File: src/rtl/root_pkg.sv
// Shared definitions for the root request scheduler: FSM states, operand
// widths, Q10.10 constants and the core input-valid hold length.
package root_pkg;
  localparam int RAD_W    = 10;
  localparam int DEG_W    = 3;
  localparam int Q_W      = 20;
  localparam int FRAC_W   = Q_W - RAD_W;
  localparam int HOLD_CNT = 2;
  localparam int HC_W     = $clog2(HOLD_CNT + 1);

  localparam logic [Q_W-1:0] Q_ONE = 20'h00400;

  typedef enum logic [1:0] {S_IDLE, S_ISSUE, S_WAIT, S_DRAIN} sched_st_t;

  typedef struct packed {
    logic [RAD_W-1:0] rad;
    logic [DEG_W-1:0] deg;
  } op_t;
endpackage

File: src/rtl/root_req_fifo.sv
// Synchronous FIFO with registered occupancy count; full/empty derive from it.
module root_req_fifo #(
  parameter int DEPTH = 4,
  parameter int W     = 8,
  localparam int AW   = $clog2(DEPTH)
) (
  input  logic          clk,
  input  logic          rst,
  input  logic          push,
  input  logic [W-1:0]  wdata,
  input  logic          pop,
  output logic [W-1:0]  rdata,
  output logic          full,
  output logic          empty,
  output logic [AW:0]   count
);
  logic [W-1:0]  mem [DEPTH];
  logic [AW-1:0] wp, rp;
  logic          do_push, do_pop;

  assign full    = (count == (AW+1)'(DEPTH));
  assign empty   = (count == '0);
  assign do_push = push && !full;
  assign do_pop  = pop && !empty;
  assign rdata   = mem[rp];

  // storage array, no reset needed
  always_ff @(posedge clk) begin
    if (do_push) mem[wp] <= wdata;
  end

  // pointers and occupancy
  always_ff @(posedge clk or posedge rst) begin
    if (rst) begin
      wp    <= '0;
      rp    <= '0;
      count <= '0;
    end else begin
      if (do_push) wp <= wp + 1'b1;
      if (do_pop)  rp <= rp + 1'b1;
      case ({do_push, do_pop})
        2'b10:   count <= count + 1'b1;
        2'b01:   count <= count - 1'b1;
        default: count <= count;
      endcase
    end
  end
endmodule

File: src/rtl/root_req_sched.sv
// Request scheduler in front of the iterative root core. Buffers requests,
// issues them one at a time with a 2-cycle in_valid, captures the result on
// the core's out_valid rising edge and returns it with the request tag.
// Optional macro ROOT_SCHED_BYPASS_EN resolves trivial requests locally.
module root_req_sched
  import root_pkg::*;
#(
  parameter int FIFO_DEPTH = 4,
  parameter int TAG_W      = 4
) (
  input  logic             clk,
  input  logic             rst,
  input  logic             req_valid,
  output logic             req_ready,
  input  logic [9:0]       req_radicand,
  input  logic [2:0]       req_degree,
  input  logic [TAG_W-1:0] req_tag,
  output logic             core_in_valid,
  output logic [9:0]       core_in_data_1,
  output logic [2:0]       core_in_data_2,
  input  logic             core_out_valid,
  input  logic [19:0]      core_out_data,
  output logic             rsp_valid,
  input  logic             rsp_ready,
  output logic [19:0]      rsp_data,
  output logic [TAG_W-1:0] rsp_tag,
  output logic             rsp_err
);
  localparam int EW = RAD_W + DEG_W + TAG_W;
  localparam int CW = $clog2(FIFO_DEPTH) + 1;

  sched_st_t        state, state_n;
  logic [EW-1:0]    f_rd;
  logic             f_full, f_empty;
  logic [CW-1:0]    f_cnt;
  logic             pop, ld_loc, ld_core, ld_res;
  logic             hd_vld;
  op_t              hd_op;
  logic [TAG_W-1:0] hd_tag, tag_q;
  logic [HC_W-1:0]  iss_cnt;
  logic             ov_q;
  logic             loc;
  logic [Q_W-1:0]   loc_data;

  assign req_ready = (f_cnt != CW'(FIFO_DEPTH));

  root_req_fifo #(.DEPTH(FIFO_DEPTH), .W(EW)) u_fifo (
    .clk   (clk),
    .rst   (rst),
    .push  (req_valid && !f_full),
    .wdata ({req_radicand, req_degree, req_tag}),
    .pop   (pop),
    .rdata (f_rd),
    .full  (f_full),
    .empty (f_empty),
    .count (f_cnt)
  );

  // decide whether the popped head is answered without the core
  always_comb begin
    loc      = (hd_op.deg == '0);
    loc_data = '0;
`ifdef ROOT_SCHED_BYPASS_EN
    if (hd_op.deg != '0) begin
      if (hd_op.deg == DEG_W'(1)) begin
        loc      = 1'b1;
        loc_data = {hd_op.rad, {FRAC_W{1'b0}}};
      end else if (hd_op.rad == '0) begin
        loc      = 1'b1;
        loc_data = '0;
      end else if (hd_op.rad == RAD_W'(1)) begin
        loc      = 1'b1;
        loc_data = Q_ONE;
      end
    end
`endif
  end

  // next state and one-cycle control strobes
  always_comb begin
    state_n = state;
    pop     = 1'b0;
    ld_loc  = 1'b0;
    ld_core = 1'b0;
    ld_res  = 1'b0;
    case (state)
      S_IDLE: begin
        // head register gives the extra cycle before issue/local answer
        if (hd_vld) begin
          if (loc) ld_loc = 1'b1;
          else begin
            ld_core = 1'b1;
            state_n = S_ISSUE;
          end
        end else if (!f_empty && !rsp_valid && !core_out_valid) begin
          pop = 1'b1;
        end
      end
      S_ISSUE: if (iss_cnt == HC_W'(1)) state_n = S_WAIT;
      S_WAIT: begin
        // only the rising edge counts; the core holds out_valid 2 cycles
        if (core_out_valid && !ov_q) begin
          ld_res  = 1'b1;
          state_n = S_DRAIN;
        end
      end
      S_DRAIN: if (!core_out_valid) state_n = S_IDLE;
      default: state_n = S_IDLE;
    endcase
  end

  // state register
  always_ff @(posedge clk or posedge rst) begin
    if (rst) state <= S_IDLE;
    else     state <= state_n;
  end

  // head, core operands and response registers
  always_ff @(posedge clk or posedge rst) begin
    if (rst) begin
      ov_q           <= 1'b0;
      hd_vld         <= 1'b0;
      hd_op          <= '0;
      hd_tag         <= '0;
      tag_q          <= '0;
      iss_cnt        <= '0;
      core_in_valid  <= 1'b0;
      core_in_data_1 <= '0;
      core_in_data_2 <= '0;
      rsp_valid      <= 1'b0;
      rsp_data       <= '0;
      rsp_tag        <= '0;
      rsp_err        <= 1'b0;
    end else begin
      ov_q <= core_out_valid;

      if (pop) begin
        hd_vld <= 1'b1;
        {hd_op.rad, hd_op.deg, hd_tag} <= f_rd;
      end else if (ld_loc || ld_core) begin
        hd_vld <= 1'b0;
      end

      // operands stay put until the next issue; the core reads degree live
      if (ld_core) begin
        core_in_data_1 <= hd_op.rad;
        core_in_data_2 <= hd_op.deg;
        tag_q          <= hd_tag;
        iss_cnt        <= HC_W'(HOLD_CNT);
        core_in_valid  <= 1'b1;
      end else if (state == S_ISSUE) begin
        iss_cnt        <= iss_cnt - 1'b1;
        core_in_valid  <= (iss_cnt > HC_W'(1));
      end

      // loads only happen into an empty register, so no load/consume clash
      if (ld_loc) begin
        rsp_valid <= 1'b1;
        rsp_data  <= loc_data;
        rsp_tag   <= hd_tag;
        rsp_err   <= (hd_op.deg == '0);
      end else if (ld_res) begin
        rsp_valid <= 1'b1;
        rsp_data  <= core_out_data;
        rsp_tag   <= tag_q;
        rsp_err   <= 1'b0;
      end else if (rsp_valid && rsp_ready) begin
        rsp_valid <= 1'b0;
      end
    end
  end
endmodule

File: config.mk
export PLATFORM = sky130hd
export DESIGN_NAME = root_req_sched
export DESIGN_NICKNAME = d
export VERILOG_FILES = /design/src/rtl/root_pkg.sv /design/src/rtl/root_req_fifo.sv /design/src/rtl/root_req_sched.sv
export SDC_FILE = /design/constraint.sdc
export NUM_CORES = 1
export LEC_CHECK = 0
export CORE_UTILIZATION = 45
export CTS_CLUSTER_SIZE = 10
export DETAILED_ROUTE_END_ITERATION = 12
export PLACE_DENSITY = 0.66
export SETUP_SLACK_MARGIN = 0.1
export SYNTH_ARGS = -nofsm -noshare
export SYNTH_HDL_FRONTEND = slang
export SYNTH_HIERARCHICAL = 1
export SYNTH_SLANG_ARGS = --single-unit
File: constraint.sdc
create_clock -name clk -period 3.6 [get_ports clk]
set_input_delay 0.36 -clock clk [delete_from_list [all_inputs] [get_ports clk]]
set_output_delay 0.36 -clock clk [all_outputs]
set_load 0.05 [all_outputs]
==> impl_metrics.xml, run 1 <==
<?xml version="1.0" encoding="UTF-8"?>
<metrics>
  <group name="min_path">
    <metric name="worstHoldPathType" unit="">input pin to asynchronous set/reset pin</metric>
  </group>
  <group name="cts">
    <metric name="post_cts_resized" unit="">0</metric>
    <metric name="clock_latency" unit="ps">410</metric>
    <metric name="clockRootBuffer" unit="">sky130_fd_sc_hd__clkbuf_16</metric>
    <metric name="post-cts-setup-buffers" unit="">0</metric>
    <metric name="clkSinkCount" unit="">142</metric>
    <metric name="clkSlewWorstSetupHoldPaths" unit="ps">60</metric>
    <metric name="cts_made_buffers" unit="">17</metric>
    <metric name="tritoncts_clock_tree" unit="">yes</metric>
    <metric name="clock_path_buffers" unit="">2</metric>
    <metric name="h_tree_levels" unit="">4</metric>
    <metric name="cts_hold_buffers" unit="">0</metric>
  </group>
  <group name="detailed_routing">
    <metric name="antenna_left" unit="">0</metric>
    <metric name="routed-via-count" unit="">3109</metric>
    <metric name="drc" unit="">0</metric>
    <metric name="wire_per_inst" unit="microns">15.70</metric>
    <metric name="finalWirelength" unit="mm">9.796</metric>
    <metric name="post_drt_via_cell_ratio" unit="">4.982</metric>
    <metric name="firstDrtPassIters" unit="">4</metric>
    <metric name="drt_iter0_drc" unit="">154</metric>
  </group>
  <group name="setup_path">
    <metric name="reg2reg_to" unit="">u_fifo/count[2]$_DFFE_PP0P_</metric>
    <metric name="worst_r2r_startpoint" unit="">state[0]$_DFFE_PP0P_</metric>
    <metric name="worst_path_class_setup" unit="">register to register</metric>
    <metric name="worstPathArrival" unit="ps">2760</metric>
    <metric name="cp_max_fo" unit="">6</metric>
    <metric name="r2r_depth" unit="">11</metric>
    <metric name="endpoint" unit="">u_fifo/count[2]$_DFFE_PP0P_</metric>
    <metric name="worstPathRequired" unit="ps">3930</metric>
    <metric name="critical_path_endpoint_category" unit="">register</metric>
    <metric name="cp-start-kind" unit="">register</metric>
    <metric name="worstSetupStartpoint" unit="">state[0]$_DFFE_PP0P_</metric>
    <metric name="setup.reg_to_reg.worst_slack" unit="ps">1170</metric>
  </group>
  <group name="layout">
    <metric name="nFillCells" unit="">971</metric>
    <metric name="final_net_count" unit="">498</metric>
    <metric name="seq_area" unit="sq um">3894</metric>
    <metric name="final_layout_size_suffix_gt1_share" unit="%">19.08</metric>
    <metric name="multi_input_combinational_cell_area" unit="sq um">1630</metric>
    <metric name="areaGrowthSynthToFinish" unit="%">27.20</metric>
    <metric name="antennaDiodeCount" unit="">0</metric>
  </group>
  <group name="global_route">
    <metric name="pin_count_of_the_biggest_net_entering_global_routing" unit="">64</metric>
    <metric name="antenna_violations_before_repair" unit="">0</metric>
    <metric name="total_gr_overflow" unit="">0</metric>
    <metric name="global_route.usage.total" unit="%">17.17</metric>
    <metric name="number_of_global_route_vias_before_repair" unit="">3197</metric>
    <metric name="first_pass_grt_wire_length" unit="mm">16.55</metric>
  </group>
  <group name="sta">
    <metric name="slew_headroom" unit="%">30.72</metric>
    <metric name="rsz_0062_raised_after_global_routing" unit="">no</metric>
    <metric name="clock-skew-final" unit="ps">7.000</metric>
    <metric name="final-hold-violation-count" unit="">0</metric>
    <metric name="worst-slew-pin-transition" unit="ps">1039</metric>
    <metric name="fmaxAchievable" unit="MHz">412.3</metric>
    <metric name="smallest_setup_slack_after_layout" unit="ps">1174</metric>
    <metric name="layout_min_cycle_time" unit="ps">2426</metric>
    <metric name="finalSetupViolCount" unit="">0</metric>
    <metric name="layout_worst_path_cycle_share" unit="%">67.38</metric>
    <metric name="report.final.slew_viol_count" unit="">0</metric>
    <metric name="final.setup.tns" unit="ps">0</metric>
  </group>
  <group name="yosys">
    <metric name="synth_fp_nets" unit="">407</metric>
    <metric name="synth_cell_type_count" unit="">40</metric>
    <metric name="yosys-top-cells-area" unit="">sky130_fd_sc_hd__edfxtp_1 (36%), sky130_fd_sc_hd__dfrtp_1 (33%), sky130_fd_sc_hd__mux2_2 (6.8%)</metric>
    <metric name="yosysMostFrequentCell" unit="">sky130_fd_sc_hd__dfrtp_1</metric>
    <metric name="synthesis.instances" unit="">353</metric>
    <metric name="synth-edff-count" unit="">68</metric>
    <metric name="ys.flop_type" unit="">sky130_fd_sc_hd__dfrtp_1</metric>
    <metric name="post_synthesis_instance_area" unit="sq um">5672</metric>
    <metric name="synth_area_per_cell" unit="sq um">16.07</metric>
    <metric name="synth.cells.most_frequent" unit="">sky130_fd_sc_hd__dfrtp_1 (74), sky130_fd_sc_hd__edfxtp_1 (68), sky130_fd_sc_hd__nand2_1 (50)</metric>
    <metric name="synth_sequential_area_ratio" unit="%">68.65</metric>
    <metric name="synth_warnings" unit="">6</metric>
    <metric name="async_reset_ff_share" unit="%">52.11</metric>
    <metric name="synth_largest_area_cell" unit="">sky130_fd_sc_hd__edfxtp_1</metric>
    <metric name="fraction_of_post_synthesis_cell_area_in_the_top_cell_type_by_area" unit="%">36.00</metric>
    <metric name="ys_ff_latch" unit="">142</metric>
  </group>
  <group name="power_and_ir_drop">
    <metric name="p_sw_share" unit="%">36.01</metric>
    <metric name="power.density_cell_area" unit="nW/um^2">944.8</metric>
    <metric name="maximum_vdd_ir_drop" unit="mV">0.3081</metric>
    <metric name="power.net_switching" unit="mW">2.454</metric>
    <metric name="p_leak" unit="nW">2.869</metric>
    <metric name="clock_network_fraction_of_total_power" unit="%">23.7</metric>
    <metric name="power.internal" unit="mW">4.362</metric>
    <metric name="combinationalPowerShare" unit="%">36.9</metric>
    <metric name="sequentialPowerShare" unit="%">39.4</metric>
  </group>
  <group name="floorplanning">
    <metric name="std_cell_rows" unit="">40</metric>
    <metric name="fp.coreArea" unit="sq um">12160</metric>
    <metric name="initial_cell_density_of_the_core" unit="%">46.64</metric>
    <metric name="die_width" unit="microns">114.3</metric>
    <metric name="die_area" unit="sq um">13060</metric>
    <metric name="die_height" unit="microns">114.3</metric>
    <metric name="boundaryPins" unit="">83</metric>
  </group>
  <group name="place">
    <metric name="place.detailed.hpwl" unit="mm">6.426</metric>
    <metric name="io_buffers" unit="">82</metric>
    <metric name="place_worst_setup_slack" unit="ps">1023</metric>
    <metric name="place.gp.congestion" unit="">0.6873</metric>
  </group>
  <group name="flow_run">
    <metric name="maxCapViolCount" unit="">0</metric>
  </group>
  <group name="status">
    <metric name="run_status" unit="">finished, final reports clean</metric>
  </group>
</metrics>
==> power groups by stage <==
stage / Combinational [mW] / Clock, mW / Sequential [mW]
2_1_floorplan: 1.16 / 0 / 3.30
5_1_grt: 2.70 / 1.73 / 2.78
3_3_place_gp: 2.51 / 0 / 2.70
4_1_cts: 2.55 / 1.65 / 2.70
6_report: 2.52 / 1.61 / 2.68
3_5_place_dp: 2.54 / 0 / 2.73
==> placed cells by master, fill, tap and decap left out, types with 5 or more instances in the layout <==
master,synthesis,routed
sky130_fd_sc_hd__a21oi_1,21,21
sky130_fd_sc_hd__and2_1,5,5
sky130_fd_sc_hd__buf_4,0,6
sky130_fd_sc_hd__clkbuf_16,0,17
sky130_fd_sc_hd__clkdlybuf4s50_1,0,82
sky130_fd_sc_hd__clkinv_2,0,6
sky130_fd_sc_hd__dfrtp_1,74,74
sky130_fd_sc_hd__edfxtp_1,68,68
sky130_fd_sc_hd__ha_1,11,11
sky130_fd_sc_hd__inv_1,15,14
sky130_fd_sc_hd__mux2_2,34,34
sky130_fd_sc_hd__mux2i_1,5,5
sky130_fd_sc_hd__mux4_1,9,9
sky130_fd_sc_hd__mux4_2,8,8
sky130_fd_sc_hd__nand2_1,50,50
==> worst min path at each step <==
stage                     slack [ps]                     endpoint  cells after the start                 from
after CTS                        160        hd_tag[2]$_DFFE_PP0P_                      2                  rst
final                            160        hd_tag[0]$_DFFE_PP0P_                      2                  rst
after global routing             170        hd_tag[0]$_DFFE_PP0P_                      2                  rst
after detailed placement         480          rsp_err$_DFFE_PP0P_                      1  rsp_err$_DFFE_PP0P_
after global placement           460          rsp_err$_DFFE_PP0P_                      1  rsp_err$_DFFE_PP0P_
after floorplan                  160  u_fifo/count[0]$_DFFE_PP0P_                      1                  rst
==> registers in the layout, indices dropped and copies added, names as in the netlist, 3 cells and up <==
signal / count
hd_tag: 4
rsp_data: 20
core_in_data_2: 3
tag_q: 4
rsp_tag: 4
core_in_data_1: 10
u_fifo/mem: 68
u_fifo/count: 3
hd_op: 13
==> cells by family (layout without fill, tap and decap cells) <==
| group | after synthesis | after routing | synth area share (%) |
|---|---|---|---|
| AO/OA/AOI/OAI | 36 | 36 | 3.927 |
| XOR/XNOR | 7 | 7 | 1.081 |
| adder cells (fa/ha/maj) | 12 | 12 | 2.780 |
| buffers and inverters | 31 | 134 | 2.846 |
| flip-flops | 142 | 142 | 68.65 |
| multiplexers | 56 | 56 | 14.98 |
| AND/OR/NAND/NOR | 69 | 69 | 5.736 |
==> stage by stage <==
step / std cells / hold slack [ps] / instance area, sq um / utilization [%] / total power, mW
detailed placement: 593 / 476.8 / 6656 / 54.73 / 5.267
global placement: 593 / 459.6 / 6656 / 54.73 / 5.206
CTS: 624 / 158.2 / 7214 / 59.32 / 6.902
floorplan: 353 / 163.4 / 5672 / - / 4.462
global route: 624 / 170.3 / 7214 / 59.32 / 7.206
finish: 624 / 163.3 / 7214 / 59.32 / 6.816
==> critical path, cell delays in order (launching register included) <==
cell and delay (ps):
sky130_fd_sc_hd__dfrtp_1 410, sky130_fd_sc_hd__inv_1 110, sky130_fd_sc_hd__ha_1 260, sky130_fd_sc_hd__nand2b_1 120, sky130_fd_sc_hd__nor4_4 150, sky130_fd_sc_hd__o31a_1 240, sky130_fd_sc_hd__ha_1 200, sky130_fd_sc_hd__inv_1 60
sky130_fd_sc_hd__fa_1 380, sky130_fd_sc_hd__xor2_1 150, sky130_fd_sc_hd__nor2_1 130, sky130_fd_sc_hd__xor2_1 150
==> metal layers <==
| layer | GRT usage, % | wire length [microns] | up-vias | part of all wire [%] |
|---|---|---|---|---|
| li1 | - | - | 1465 | - |
| met1 | 22.23 | 4519 | 1540 | 46 |
| met2 | 27.15 | 4580 | 90 | 47 |
| met3 | 4.870 | 520 | 14 | 5.3 |
| met4 | 7.619 | 175 | 0 | 1.8 |
| met5 | 0 | 0 | - | 0 |
==> layout make-up <==
type / instances / share of cell area [%]
clock inverter: 11 / 1.266
multi-input combinational: 180 / 22.60
sequential: 142 / 53.97
timing repair buffer: 88 / 12.00
tap: 168 / 2.914
inverter: 15 / 0.7804
clock buffer: 20 / 6.469
No activity file was read; power rests on OpenSTA's default activity.
==> inputs of run 2 (changes only) <==
==> constraint.sdc (replaced) <==
create_clock -name clk -period 2.3 [get_ports clk]
set_input_delay 0.23 -clock clk [delete_from_list [all_inputs] [get_ports clk]]
set_output_delay 0.23 -clock clk [all_outputs]
set_load 0.05 [all_outputs]
==> impl_metrics.xml, run 2 (synthesis gave the netlist of run 1 again) <==
<?xml version="1.0" encoding="UTF-8"?>
<metrics>
  <group name="setup_path">
    <metric name="setup.reg_to_reg.worst_slack" unit="ps">210</metric>
    <metric name="worst_path_class_setup" unit="">register to register</metric>
    <metric name="timing.critical_path.cells" unit="">inv_2, ha_4, nand2b_4, nor4_4, o31a_1, ha_2, inv_2, fa_2, xor2_1, nor2_1, xor2_1</metric>
    <metric name="cp_max_fo" unit="">3</metric>
    <metric name="critPathMaxStageDelay" unit="ps">390</metric>
    <metric name="slowest_cell_on_crit_path" unit="">sky130_fd_sc_hd__dfrtp_1</metric>
    <metric name="cp-start-kind" unit="">register</metric>
    <metric name="worstPathRequired" unit="ps">2630</metric>
    <metric name="worstPathArrival" unit="ps">2420</metric>
    <metric name="critical_path_endpoint_category" unit="">register</metric>
  </group>
  <group name="layout">
    <metric name="reg_top3" unit="">u_fifo/mem (68), rsp_data (20), hd_op (13)</metric>
    <metric name="layout_common_cells" unit="">sky130_fd_sc_hd__clkdlybuf4s50_1 (82), sky130_fd_sc_hd__dfrtp_1 (73), sky130_fd_sc_hd__edfxtp_1 (68)</metric>
    <metric name="multi_input_combinational_cell_area" unit="sq um">1655</metric>
    <metric name="seq_area" unit="sq um">3895</metric>
    <metric name="areaGrowthSynthToFinish" unit="%">30.05</metric>
    <metric name="finalCoreUtilization" unit="%">60.65</metric>
    <metric name="final_area" unit="sq um">7376</metric>
    <metric name="largest_reg_flops" unit="">68</metric>
    <metric name="layout_commonest_cell" unit="">sky130_fd_sc_hd__clkdlybuf4s50_1</metric>
    <metric name="nFillCells" unit="">903</metric>
    <metric name="final_net_count" unit="">510</metric>
    <metric name="top_register" unit="">u_fifo/mem</metric>
    <metric name="final_layout_size_suffix_gt1_share" unit="%">21.79</metric>
    <metric name="antennaDiodeCount" unit="">0</metric>
  </group>
  <group name="sta">
    <metric name="report.final.slew_viol_count" unit="">0</metric>
    <metric name="smallest_setup_slack_after_layout" unit="ps">212.0</metric>
    <metric name="rsz_0062_raised_after_global_routing" unit="">yes</metric>
    <metric name="fmaxAchievable" unit="MHz">478.9</metric>
    <metric name="final-hold-violation-count" unit="">0</metric>
    <metric name="layout_min_cycle_time" unit="ps">2088</metric>
    <metric name="slew_headroom" unit="%">64.39</metric>
    <metric name="layout_worst_path_cycle_share" unit="%">90.78</metric>
    <metric name="clock-skew-final" unit="ps">7.621</metric>
    <metric name="finalSetupViolCount" unit="">0</metric>
    <metric name="worst-slew-pin-transition" unit="ps">532.5</metric>
  </group>
  <group name="floorplanning">
    <metric name="die_height" unit="microns">114.3</metric>
    <metric name="std_cell_rows" unit="">40</metric>
    <metric name="boundaryPins" unit="">83</metric>
    <metric name="die_area" unit="sq um">13060</metric>
    <metric name="initial_cell_density_of_the_core" unit="%">46.64</metric>
    <metric name="fp.coreArea" unit="sq um">12160</metric>
    <metric name="die_width" unit="microns">114.3</metric>
  </group>
  <group name="detailed_routing">
    <metric name="firstDrtPassIters" unit="">4</metric>
    <metric name="wire_per_inst" unit="microns">15.97</metric>
    <metric name="antenna_left" unit="">0</metric>
    <metric name="post_drt_via_cell_ratio" unit="">5.020</metric>
    <metric name="drt_iter0_drc" unit="">173</metric>
    <metric name="finalWirelength" unit="mm">10.16</metric>
    <metric name="routed-via-count" unit="">3193</metric>
    <metric name="drc" unit="">0</metric>
  </group>
  <group name="cts">
    <metric name="clkSinkCount" unit="">142</metric>
    <metric name="tritoncts_clock_tree" unit="">yes</metric>
    <metric name="post_cts_resized" unit="">0</metric>
    <metric name="cts_made_buffers" unit="">17</metric>
    <metric name="clock_path_buffers" unit="">2</metric>
    <metric name="h_tree_levels" unit="">4</metric>
    <metric name="clkSlewWorstSetupHoldPaths" unit="ps">60</metric>
    <metric name="clock_latency" unit="ps">410</metric>
    <metric name="clockRootBuffer" unit="">sky130_fd_sc_hd__clkbuf_16</metric>
    <metric name="cts_hold_buffers" unit="">0</metric>
  </group>
  <group name="power_and_ir_drop">
    <metric name="power.net_switching" unit="mW">3.895</metric>
    <metric name="p_sw_share" unit="%">35.34</metric>
    <metric name="power.density_cell_area" unit="nW/um^2">1495</metric>
    <metric name="sequentialPowerShare" unit="%">36.8</metric>
    <metric name="maximum_vdd_ir_drop" unit="mV">0.5148</metric>
    <metric name="p_leak" unit="nW">2.938</metric>
    <metric name="power.internal" unit="mW">7.128</metric>
    <metric name="combinationalPowerShare" unit="%">38.8</metric>
    <metric name="clock_network_fraction_of_total_power" unit="%">24.4</metric>
  </group>
  <group name="place">
    <metric name="place_worst_setup_slack" unit="ps">-2.352</metric>
    <metric name="io_buffers" unit="">82</metric>
    <metric name="place.gp.congestion" unit="">0.6993</metric>
    <metric name="place.detailed.hpwl" unit="mm">6.664</metric>
    <metric name="placedInstanceArea" unit="sq um">6755</metric>
  </group>
  <group name="min_path">
    <metric name="worstHoldPathType" unit="">input pin to asynchronous set/reset pin</metric>
  </group>
  <group name="global_route">
    <metric name="first_pass_grt_wire_length" unit="mm">16.47</metric>
    <metric name="number_of_global_route_vias_before_repair" unit="">3265</metric>
    <metric name="total_gr_overflow" unit="">0</metric>
    <metric name="antenna_violations_before_repair" unit="">0</metric>
    <metric name="global_route.usage.total" unit="%">17.14</metric>
    <metric name="pin_count_of_the_biggest_net_entering_global_routing" unit="">46</metric>
  </group>
  <group name="status">
    <metric name="run_status" unit="">finished, final reports clean</metric>
  </group>
  <group name="flow_run">
    <metric name="maxCapViolCount" unit="">0</metric>
  </group>
</metrics>
[run 2: per-stage QoR]
stage	cells	hold slack (ps)	setup TNS (ps)	power, mW
floorplan	353	33.40	-588.0	7.034
global placement	601	457.0	0	8.237
detailed placement	601	479.0	-2.352	8.384
CTS	636	131.0	0	11.16
global route	636	148.7	0	11.59
finish	636	127.0	0	11.02
[run 2: worst max-delay path, delay by kind of cell, from the launching register on]
kind,cells,cell delay [ps]
buf+inv,2,130
xor+xnor,2,290
fa+ha+maj,3,670
flops,1,390
simple gates,3,320
compound gates,1,210
[run 2: layout make-up]
cell class,instances,area share [%]
sequential,142,52.81
clock buffer,25,6.887
clock inverter,6,1.120
tap,168,2.850
multi-input combinational,180,22.44
inverter,15,0.7634
timing repair buffer,100,13.13
[run 2: timing repair]
action                                  4_1_cts  5_1_grt
endpoints found under the setup margin        1        2
setup buffers                                 4        0
cloned                                        0        0
pin swaps                                     3        3
endpoints found under the hold margin         0        0
[run 2: layer usage]
metal	global-route usage [%]	up-vias	share of wire, %
met5	0	-	0
met2	27.15	85	48
met1	21.94	1613	46
met4	6.407	0	1.1
li1	-	1486	-
met3	5.876	9	4.8
[run 2: path summary, 6_finish.rpt]
path,startpoint,end,cells past startpoint
worst max-delay path,state[1]$_DFFE_PP0P_,u_fifo/count[2]$_DFFE_PP0P_,11
worst min-delay path,rst,u_fifo/count[1]$_DFFE_PP0P_,2
worst max register to register,state[1]$_DFFE_PP0P_,u_fifo/count[2]$_DFFE_PP0P_,11
worst min register to register,core_in_data_2[0]$_DFFE_PP0P_,core_in_data_2[0]$_DFFE_PP0P_,1
max in group asynchronous,rst,rsp_data[1]$_DFFE_PP0P_,4
min in group clk,core_out_data[13],rsp_data[13]$_DFFE_PP0P_,3
[run 2: power groups by stage]
stage | logic (mW) | clock network, mW | registers, mW
global placement | 4.18 | 0 | 4.05
CTS | 4.33 | 2.76 | 4.07
finish | 4.28 | 2.69 | 4.06
floorplan | 1.86 | 0 | 5.18
detailed placement | 4.27 | 0 | 4.12
global route | 4.57 | 2.87 | 4.15
